File: config.mk
export PLATFORM = sky130hd
export DESIGN_NAME = seq_shifter
export DESIGN_NICKNAME = d
export VERILOG_FILES = /design/src/rtl/seq_shifter.sv
export SDC_FILE = /design/constraint.sdc
export NUM_CORES = 1
export LEC_CHECK = 0
export BUFFER_PORTS_ARGS = -buffer_cell sky130_fd_sc_hd__buf_4
export CORE_ASPECT_RATIO = 0.75
export CORE_UTILIZATION = 45
export CTS_CLUSTER_SIZE = 14
export DETAILED_ROUTE_END_ITERATION = 10
export PLACE_DENSITY = 0.72
export RECOVER_POWER = 100
export SLEW_MARGIN = 40
export SYNTH_ARGS = -nofsm -noshare
export SYNTH_HDL_FRONTEND = slang
export SYNTH_SLANG_ARGS = --single-unit
File: constraint.sdc
create_clock -name clk -period 2.3 [get_ports clk]
set_input_delay 0.115 -clock clk [delete_from_list [all_inputs] [get_ports clk]]
set_output_delay 0.115 -clock clk [all_outputs]
set_load 0.01 [all_outputs]
File: src/rtl/seq_shifter.sv
// seq_shifter: multi-cycle WIDTH-bit shifter/rotator.
// Shifts the captured operand by 2 per cycle, and by 1 for an odd
// remainder, then pulses done for one cycle.
//
// Ports:
//   clk    in   rising-edge clock
//   rst    in   synchronous, active-high reset
//   start  in   request, sampled only in IDLE
//   In     in   [WIDTH-1:0] operand
//   Op     in   [1:0] 00 ROL, 01 SLL, 10 SRA, 11 SRL
//   Cnt    in   [CNT_W-1:0] shift amount, 0..WIDTH-1
//   Out    out  [WIDTH-1:0] result register
//   busy   out  high whenever state is not IDLE
//   done   out  one-cycle pulse in the DONE state
module seq_shifter #(
  parameter int WIDTH = 16,
  parameter int CNT_W = 4
) (
  input  logic             clk,
  input  logic             rst,
  input  logic             start,
  input  logic [WIDTH-1:0] In,
  input  logic [1:0]       Op,
  input  logic [CNT_W-1:0] Cnt,
  output logic [WIDTH-1:0] Out,
  output logic             busy,
  output logic             done
);

  typedef enum logic [1:0] {
    IDLE  = 2'd0,
    SHIFT = 2'd1,
    DONE  = 2'd2
  } state_e;

  typedef enum logic [1:0] {
    OP_ROL = 2'b00,
    OP_SLL = 2'b01,
    OP_SRA = 2'b10,
    OP_SRL = 2'b11
  } op_e;

  state_e           r_state;
  op_e              r_op;
  logic [WIDTH-1:0] r_data;
  logic [CNT_W-1:0] r_rem;

  logic [WIDTH-1:0] w_sh1;
  logic [WIDTH-1:0] w_sh2;

  // Single- and double-bit shifts of the working register per captured op.
  always_comb begin
    w_sh1 = r_data;
    w_sh2 = r_data;
    unique case (r_op)
      OP_ROL: begin
        w_sh1 = {r_data[WIDTH-2:0], r_data[WIDTH-1]};
        w_sh2 = {r_data[WIDTH-3:0], r_data[WIDTH-1:WIDTH-2]};
      end
      OP_SLL: begin
        w_sh1 = {r_data[WIDTH-2:0], 1'b0};
        w_sh2 = {r_data[WIDTH-3:0], 2'b00};
      end
      OP_SRA: begin
        w_sh1 = {r_data[WIDTH-1], r_data[WIDTH-1:1]};
        w_sh2 = {{2{r_data[WIDTH-1]}}, r_data[WIDTH-1:2]};
      end
      OP_SRL: begin
        w_sh1 = {1'b0, r_data[WIDTH-1:1]};
        w_sh2 = {2'b00, r_data[WIDTH-1:2]};
      end
      default: begin
        w_sh1 = r_data;
        w_sh2 = r_data;
      end
    endcase
  end

  always_ff @(posedge clk) begin
    if (rst) begin
      r_state <= IDLE;
      r_op    <= OP_ROL;
      r_data  <= '0;
      r_rem   <= '0;
    end else begin
      unique case (r_state)
        IDLE: begin
          if (start) begin
            r_data  <= In;
            r_op    <= op_e'(Op);
            r_rem   <= Cnt;
            r_state <= SHIFT;
          end
        end
        SHIFT: begin
          if (r_rem >= CNT_W'(2)) begin
            r_data  <= w_sh2;
            r_rem   <= r_rem - CNT_W'(2);
            r_state <= (r_rem == CNT_W'(2)) ? DONE : SHIFT;
          end else if (r_rem == CNT_W'(1)) begin
            r_data  <= w_sh1;
            r_rem   <= '0;
            r_state <= DONE;
          end else begin
            // Zero shift amount still spends one SHIFT cycle.
            r_state <= DONE;
          end
        end
        DONE: begin
          r_state <= IDLE;
        end
        default: begin
          r_state <= IDLE;
        end
      endcase
    end
  end

  assign Out  = r_data;
  assign busy = (r_state != IDLE);
  assign done = (r_state == DONE);

endmodule

==> impl_metrics.toml, run 1 <==
[status]
status = "finished, final reports clean"

[setup_path]
timing.critical_path.from = "r_rem[3]$_SDFFE_PP0P_"
critPathKind = "reg -> reg"
cp-start-kind = "register"
slowest_stage = "nor4_1"
required_ps = 2460
slowest_delay_ps = 600
cp_data_arrival_time_ps = 2340
rrSetupSlack_ps = 120
end_kind = "register"
path_max_fanout = 16
cp_top_family = "simple AND/OR/NAND/NOR gates"
path_buf_inv = 1
timing.rr.start = "r_rem[3]$_SDFFE_PP0P_"
crit_chain = "nor4_1 > a21o_1 > clkbuf_1 > nand3b_1 > o41ai_1"

[cts]
ctsResizeCount = 0
htreeDepth = 1
cts.reportedPaths.clkPinSlew_ps = 90
clock-sinks = 24
root_buffer = "clkbuf_8"
clock_latency_ps = 280
clockBufferDepth = 2
cts_setup_buffers = 0
cts_buffers = 3
cts_tree = "yes"
cts.hold.buffers_added = 0

[die]
core_um2 = 3380
initial_utilization = 0.482
num_rows = 18
die_h_um = 54.1
dieArea_um2 = 3860
dieWidth_um = 71.5
ios = 43

[logic_synthesis]
synth_cell_types = 44
yosys_most_used_dff = "dfxtp_1"
yosys.area.top_type = "dfxtp_1"
netlist_instances = 184
synth_edf_count = 0
synthTopCellsByArea = "dfxtp_1 (30%), a211oi_1 (7.8%), mux4_2 (5.5%)"
syn-num-nets = 210
ys_ff_latch = 24
synth_seq_area_share = 0.295
synth.top_cell.area_share = 0.295
avgSynthCellArea_um2 = 8.85
ys_warn_count = 0
async_flop_share = 0
synth_area_um2 = 1630

[min_path]
hp-class = "in -> reg"
holdCritStartpoint = "Op[1]"

[timing]
fin_skew_ps = 8.27
fin_crit_ps = 2180
rsz0062_at_grt = "false"
setup-tns-final_ps = 0
min_period_over_period = 0.949
slew_violations = 0
relSlewSlack = 0.601
worst_pin_slew_ps = 590
max_freq_mhz = 458
hold_viol_final = 0
finalSetupViolations = 0

[final_layout]
diodes = 0
drive_above_1_share = 0.184
layout_commonest_cell = "buf_4"
nets = 244
nFillCells = 323
layout.cells.non_filler = 257
postLayoutCoreUtil = 0.564
final_cell_mix = "buf_4 (25), dfxtp_1 (24), clkbuf_1 (22)"
area_growth_pct = 17.1

[global_route]
grt_overflow = 0
antenna_found_initial = 0
track_usage = 0.251
grt_pass1_wl_mm = 7.22
grt_pass1_vias = 1467
grt_max_degree = 29

[place]
dp.cells = 253
port_buffers = 42
dp_hpwl_mm = 3.46
place_congestion = 0.934

[detailed_routing]
vias = 1629
wl_mm = 4.64
viasPerCell = 6.34
drc_errors = 0
wl_per_cell_um = 18.0
drt_first_pass_iters = 4
final_antenna_net_count = 0
initialDrtViolationCount = 185

[pwr]
p_int_uw = 990
p_sw_uw = 592
combinationalPowerShare = 0.377
p_per_area_nw_per_um2 = 830
p_clk_frac = 0.238
seqPwrFrac = 0.386
leakage_nw = 0.717
swShare = 0.374
p_total_mw = 1.58
ir_drop_mv = 0.424

[flow_run]
maxCapViolCount = 0
## worst register-to-register path: stages (launching register included)
cell,delay (ps)
dfxtp_1,440
nor4_1,600
a21o_1,530
clkbuf_1,290
nand3b_1,120
o41ai_1,80
## cell families (layout without fill, tap and decap cells)
family	after synthesis	after routing	share of synthesized area
AO/OA/AOI/OAI	61	61	0.273
multiplexers	12	12	0.139
flip-flops	24	24	0.295
adder cells (fa/ha/maj)	1	1	0.00769
AND/OR/NAND/NOR	61	61	0.199
buffers and inverters	25	58	0.0861
## power by group through the flow
stage | logic [mW] | registers, mW | clock network (mW)
2_1_floorplan | 0.486 | 0.573 | 0
3_3_place_gp | 0.629 | 0.609 | 0
3_5_place_dp | 0.642 | 0.614 | 0
4_1_cts | 0.645 | 0.606 | 0.380
5_1_grt | 0.649 | 0.620 | 0.398
6_report | 0.596 | 0.610 | 0.376
## metal layers
| metal | wire length, µm | GRT usage | part of all wire |
|---|---|---|---|
| met5 | 0 | 0 | 0 |
| met2 | 2020 | 0.406 | 0.44 |
| met3 | 393 | 0.0562 | 0.085 |
| met4 | 53 | 0.0556 | 0.011 |
| met1 | 2170 | 0.347 | 0.47 |
## worst paths after layout
check,to,cells after the start
max,Out[0]$_SDFFE_PP0P_,5
min,r_op[1]$_SDFFE_PP0P_,3
max reg2reg,Out[0]$_SDFFE_PP0P_,5
min reg2reg,Out[13]$_SDFFE_PP0P_,2
## layout make-up
cell class	count	area [µm²]	area share
tap	40	50.0	0.0262
inverter	6	22.5	0.0118
sequential	24	480	0.252
multi-input combinational	135	1010	0.528
timing repair buffer	48	275	0.144
clock buffer	3	41.3	0.0217
clock inverter	1	30.0	0.0157
## cells in the mapped netlist (2+ instances only)
cell / instances
nand3b_1: 5
or4_1: 3
inv_1: 6
dfxtp_1: 24
nor2_1: 17
o22ai_1: 2
a2bb2oi_1: 2
o2bb2ai_1: 2
mux4_2: 4
a311oi_1: 5
a211oi_1: 17
nor3b_1: 2
nand2b_1: 4
mux2i_1: 2
o31a_1: 3
buf_2: 4
a21oi_1: 15
o21ai_0: 2
nand2_1: 17
nor4b_1: 2
mux4_1: 3
buf_6: 5
nor2b_1: 4
clkbuf_1: 9
o41ai_1: 4
o211ai_1: 3
## state kept, by name, indices dropped and copies added (netlist names)
signal / flops
r_state: 2
r_op: 2
Out: 16
r_rem: 4
## per-stage QoR
step	hold slack, ps	setup WS [ps]	instance area [µm²]
CTS	85.4	222	1990
global route	99.1	43.6	1910
finish	82.8	117	1910
floorplan	254	601	1630
detailed placement	366	239	1920
global placement	350	325	1920
Power figures use the tool's default switching activity.
==> inputs of run 2 (changes only) <==
Settings changed: MAX_ROUTING_LAYER set to met4.
==> impl_metrics.toml, run 2 (same netlist as run 1, synthesis figures left out) <==
[status]
status = "finished, final reports clean"

[die]
num_rows = 18
die_h_um = 54.1
dieArea_um2 = 3860
core_um2 = 3380
initial_utilization = 0.482
dieWidth_um = 71.5
ios = 43

[pwr]
leakage_nw = 0.714
p_per_area_nw_per_um2 = 794
ir_drop_mv = 0.334

[final_layout]
layout_commonest_cell = "buf_4"
diodes = 0
drive_above_1_share = 0.189
nFillCells = 322
area_growth_pct = 16.4
largest_reg_flops = 16
seqCellArea_um2 = 480
multiInputGateArea_um2 = 1010
nets = 244
layout.cells.non_filler = 257
final_cell_mix = "buf_4 (26), dfxtp_1 (24), clkbuf_1 (21)"

[min_path]
hp-class = "in -> reg"
worstHoldPathCells = 3
holdCritStartpoint = "Op[1]"

[global_route]
grt_overflow = 0
top_usage_layer = "met2"
grt_pass1_vias = 1427
grt_util_met1 = 0.363
grt_max_degree = 29
track_usage = 0.258
grtUsageMet2 = 0.394
met3_usage = 0.0449
grt_pass1_wl_mm = 7.20
antenna_found_initial = 0

[setup_path]
critPathKind = "reg -> reg"
cp_data_arrival_time_ps = 2270
required_ps = 2450
cp-start-kind = "register"
path_max_fanout = 13
end_kind = "register"
timing.critical_path.from = "r_rem[1]$_SDFFE_PP0P_"
timing.rr.start = "r_rem[1]$_SDFFE_PP0P_"
rr_worst_depth = 4

[timing]
fin_skew_ps = 5.59
fin_crit_ps = 2120
hold_viol_final = 0
relSlewSlack = 0.621
finalSetupViolations = 0
rsz0062_at_grt = "false"
max_freq_mhz = 472
worst_pin_slew_ps = 569
slew_violations = 0
setup-tns-final_ps = 0
min_period_over_period = 0.921

[cts]
root_buffer = "clkbuf_8"
cts.reportedPaths.clkPinSlew_ps = 90
cts.hold.buffers_added = 0
clock-sinks = 24
cts_buffers = 3
cts_tree = "yes"
clockBufferDepth = 2
htreeDepth = 1
cts_setup_buffers = 0
ctsResizeCount = 0
clock_latency_ps = 270

[place]
port_buffers = 42
dp.cells = 253
place_congestion = 0.931
dp_hpwl_mm = 3.43

[flow_run]
maxCapViolCount = 0

[detailed_routing]
wl_per_cell_um = 18.2
final_antenna_net_count = 0
vias = 1634
wl_mm = 4.68
viasPerCell = 6.36
initialDrtViolationCount = 124
drc_errors = 0
drt_first_pass_iters = 4
==> run 2: changes by cell type in the layout (fill, tap and decap cells not counted) <==
cell and delta:
bufinv_16 -1, clkbuf_8 +1, buf_4 +1, clkbuf_1 -1
==> run 2: stage by stage <==
| stage | setup WS (ps) | utilization | area, µm² | power, mW | hold slack, ps |
|---|---|---|---|---|---|
| finish | 183 | 0.561 | 1890 | 1.50 | 80.8 |
| global placement | 313 | 0.569 | 1920 | 1.24 | 350 |
| CTS | 231 | 0.585 | 1980 | 1.55 | 84.3 |
| floorplan | 601 | - | 1630 | 1.06 | 254 |
| detailed placement | 247 | 0.569 | 1920 | 1.26 | 364 |
| global route | 36.6 | 0.561 | 1890 | 1.58 | 102 |
==> run 2: cell type report <==
class	count	area share
clock buffer	4	0.0291
inverter	6	0.0119
multi-input combinational	135	0.532
sequential	24	0.254
tap	40	0.0264
timing repair buffer	48	0.147
==> run 2: path summary, 6_finish.rpt <==
check | to | slack (ps)
max | Out[3]$_SDFFE_PP0P_ | 180
min | r_op[1]$_SDFFE_PP0P_ | 80
max reg2reg | Out[3]$_SDFFE_PP0P_ | 180
min reg2reg | Out[6]$_SDFFE_PP0P_ | 540
==> run 2: routing by layer <==
metal	vias to the layer above	share of wire
met5	-	0
met4	0	0.0081
met3	4	0.11
met2	104	0.44
met1	754	0.44
li1	772	-
==> run 2: power by group <==
group	switching, mW	internal, mW
Combinational	0.321	0.278
Sequential	0.128	0.482
Clock	0.141	0.153
==> run 2: critical path, stage by stage (launching register included) <==
cell and delay (ps):
dfxtp_1 610, or3_1 550, mux4_2 580, o211ai_1 170, a21oi_1 100
==> inputs of run 3 (changes only) <==
Settings changed: CORE_UTILIZATION 45 to 40, PLACE_DENSITY 0.72 to 0.65.
==> impl_metrics.toml, run 3 (same netlist as run 1, synthesis figures left out) <==
[status]
status = "finished, final reports clean"

[flow_run]
maxCapViolCount = 0

[detailed_routing]
wl_met1_mm = 2.24
wl_per_cell_um = 17.0
drt_first_pass_iters = 4
route.met3.wl_um = 355
drc_errors = 0
dr_wl_met2_mm = 2.00
vias = 1608
final_antenna_net_count = 0
viasPerCell = 5.91
wl_mm = 4.61
top_layer_used = "met4"
initialDrtViolationCount = 153

[setup_path]
cp_top_family = "flip-flops"
slowest_stage = "dfxtp_1"
path_max_fanout = 13
slowest_delay_ps = 580
required_ps = 2460
critPathKind = "reg -> reg"
end_kind = "register"
crit_chain = "or3_1 > mux4_2 > o211ai_1 > a21oi_1"
path_buf_inv = 0
cp_data_arrival_time_ps = 2240
timing.rr.start = "r_rem[3]$_SDFFE_PP0P_"
r2r-end = "Out[3]$_SDFFE_PP0P_"
cp-start-kind = "register"
rrSetupSlack_ps = 220
rr_worst_depth = 4

[final_layout]
layout_commonest_cell = "buf_4"
nFillCells = 373
diodes = 0
seqCellArea_um2 = 480
layout.cells.non_filler = 272
nets = 247
multiInputGateArea_um2 = 1010
postLayoutCoreUtil = 0.519
largest_reg_flops = 16
area_growth_pct = 20.4
final_cell_mix = "buf_4 (31), dfxtp_1 (24), clkbuf_1 (20)"
drive_above_1_share = 0.209

[pwr]
p_clk_frac = 0.234
p_total_mw = 1.61
p_per_area_nw_per_um2 = 820
ir_drop_mv = 0.404
swShare = 0.369
combinationalPowerShare = 0.391
seqPwrFrac = 0.376
p_int_mw = 1.01
p_sw_uw = 594
leakage_nw = 0.741

[timing]
rsz0062_at_grt = "false"
fin_crit_ps = 2080
fin_skew_ps = 7.05
setup-tns-final_ps = 0
finalSetupViolations = 0
hold_viol_final = 0
relSlewSlack = 0.613
max_freq_mhz = 481
min_period_over_period = 0.903
slew_violations = 0
worst_pin_slew_ps = 580

[place]
place_congestion = 0.928
dp_hpwl_mm = 3.45
port_buffers = 42
dp.cells = 268

[global_route]
grt_pass1_vias = 1444
grt_max_degree = 29
track_usage = 0.239
grt_overflow = 0
grt_pass1_wl_mm = 7.47
antenna_found_initial = 0

[min_path]
worstHoldPathCells = 3
min_to = "r_op[0]$_SDFFE_PP0P_"
holdCritStartpoint = "Op[0]"
hp-class = "in -> reg"

[die]
num_rows = 19
ios = 43
die_h_um = 57.2
core_um2 = 3780
dieArea_um2 = 4330
dieWidth_um = 75.7
initial_utilization = 0.431

[cts]
root_buffer = "clkbuf_8"
cts_tree = "yes"
clockBufferDepth = 2
cts.reportedPaths.clkPinSlew_ps = 90
htreeDepth = 1
cts_buffers = 3
clock_latency_ps = 270
cts_setup_buffers = 0
clock-sinks = 24
## run 3: cell count changes in the layout (fill, tap and decap cells not counted), sizes merged
cell,before,now
buf,26,31
bufinv,0,1
clkbuf,26,23
## run 3: worst max path at each step
stage,from,to,slack [ps],cells past startpoint
finish,r_rem[3]$_SDFFE_PP0P_,Out[3]$_SDFFE_PP0P_,220,4
global route,r_rem[3]$_SDFFE_PP0P_,Out[13]$_SDFFE_PP0P_,70,4
CTS,r_rem[3]$_SDFFE_PP0P_,Out[0]$_SDFFE_PP0P_,230,5
detailed placement,r_rem[3]$_SDFFE_PP0P_,Out[3]$_SDFFE_PP0P_,250,4
global placement,r_rem[3]$_SDFFE_PP0P_,Out[3]$_SDFFE_PP0P_,340,4
floorplan,r_rem[2]$_SDFFE_PP0P_,Out[0]$_SDFFE_PP0P_,600,7
## run 3: what timing repair did
action | 4_1_cts | 5_1_grt
resized for setup | 0 | 1
hold endpoints to repair | 0 | 0
setup endpoints to repair | 0 | 3
hold buffers | 0 | 0
## run 3: final cells by class
class | count | share of cell area
clock buffers | 3 | 0.0211
clock inverters | 1 | 0.0153
inverters | 6 | 0.0115
multi-input cells | 135 | 0.517
flip-flops and latches | 24 | 0.245
well taps | 52 | 0.0332
repair buffers | 51 | 0.157
## run 3: layer usage
metal | GRT usage | vias up
met5 | - | -
met4 | 0.0450 | 0
met3 | 0.0371 | 2
met2 | 0.328 | 65
met1 | 0.369 | 769
li1 | - | 772
## run 3: power by group through the flow
stage / sequential, mW / combinational [mW] / clock, mW
finish: 0.604 / 0.629 / 0.376
global route: 0.616 / 0.689 / 0.397
CTS: 0.599 / 0.670 / 0.382
detailed placement: 0.608 / 0.666 / 0
global placement: 0.601 / 0.657 / 0
floorplan: 0.573 / 0.486 / 0
## run 3: worst reg2reg max path, stage by stage, from the launching register on
cell	delay (ps)
dfxtp_1	580
or3_1	560
mux4_2	580
o211ai_1	170
a21oi_1	80
## run 3: stage by stage
stage / hold slack, ps / area (µm²) / worst slack [ps]
after CTS: 80.2 / 2030 / 228
after detailed placement: 361 / 1960 / 252
after floorplan: 254 / 1630 / 601
final: 83.4 / 1960 / 222
after global routing: 90.6 / 1960 / 74.9
after global placement: 353 / 1960 / 340
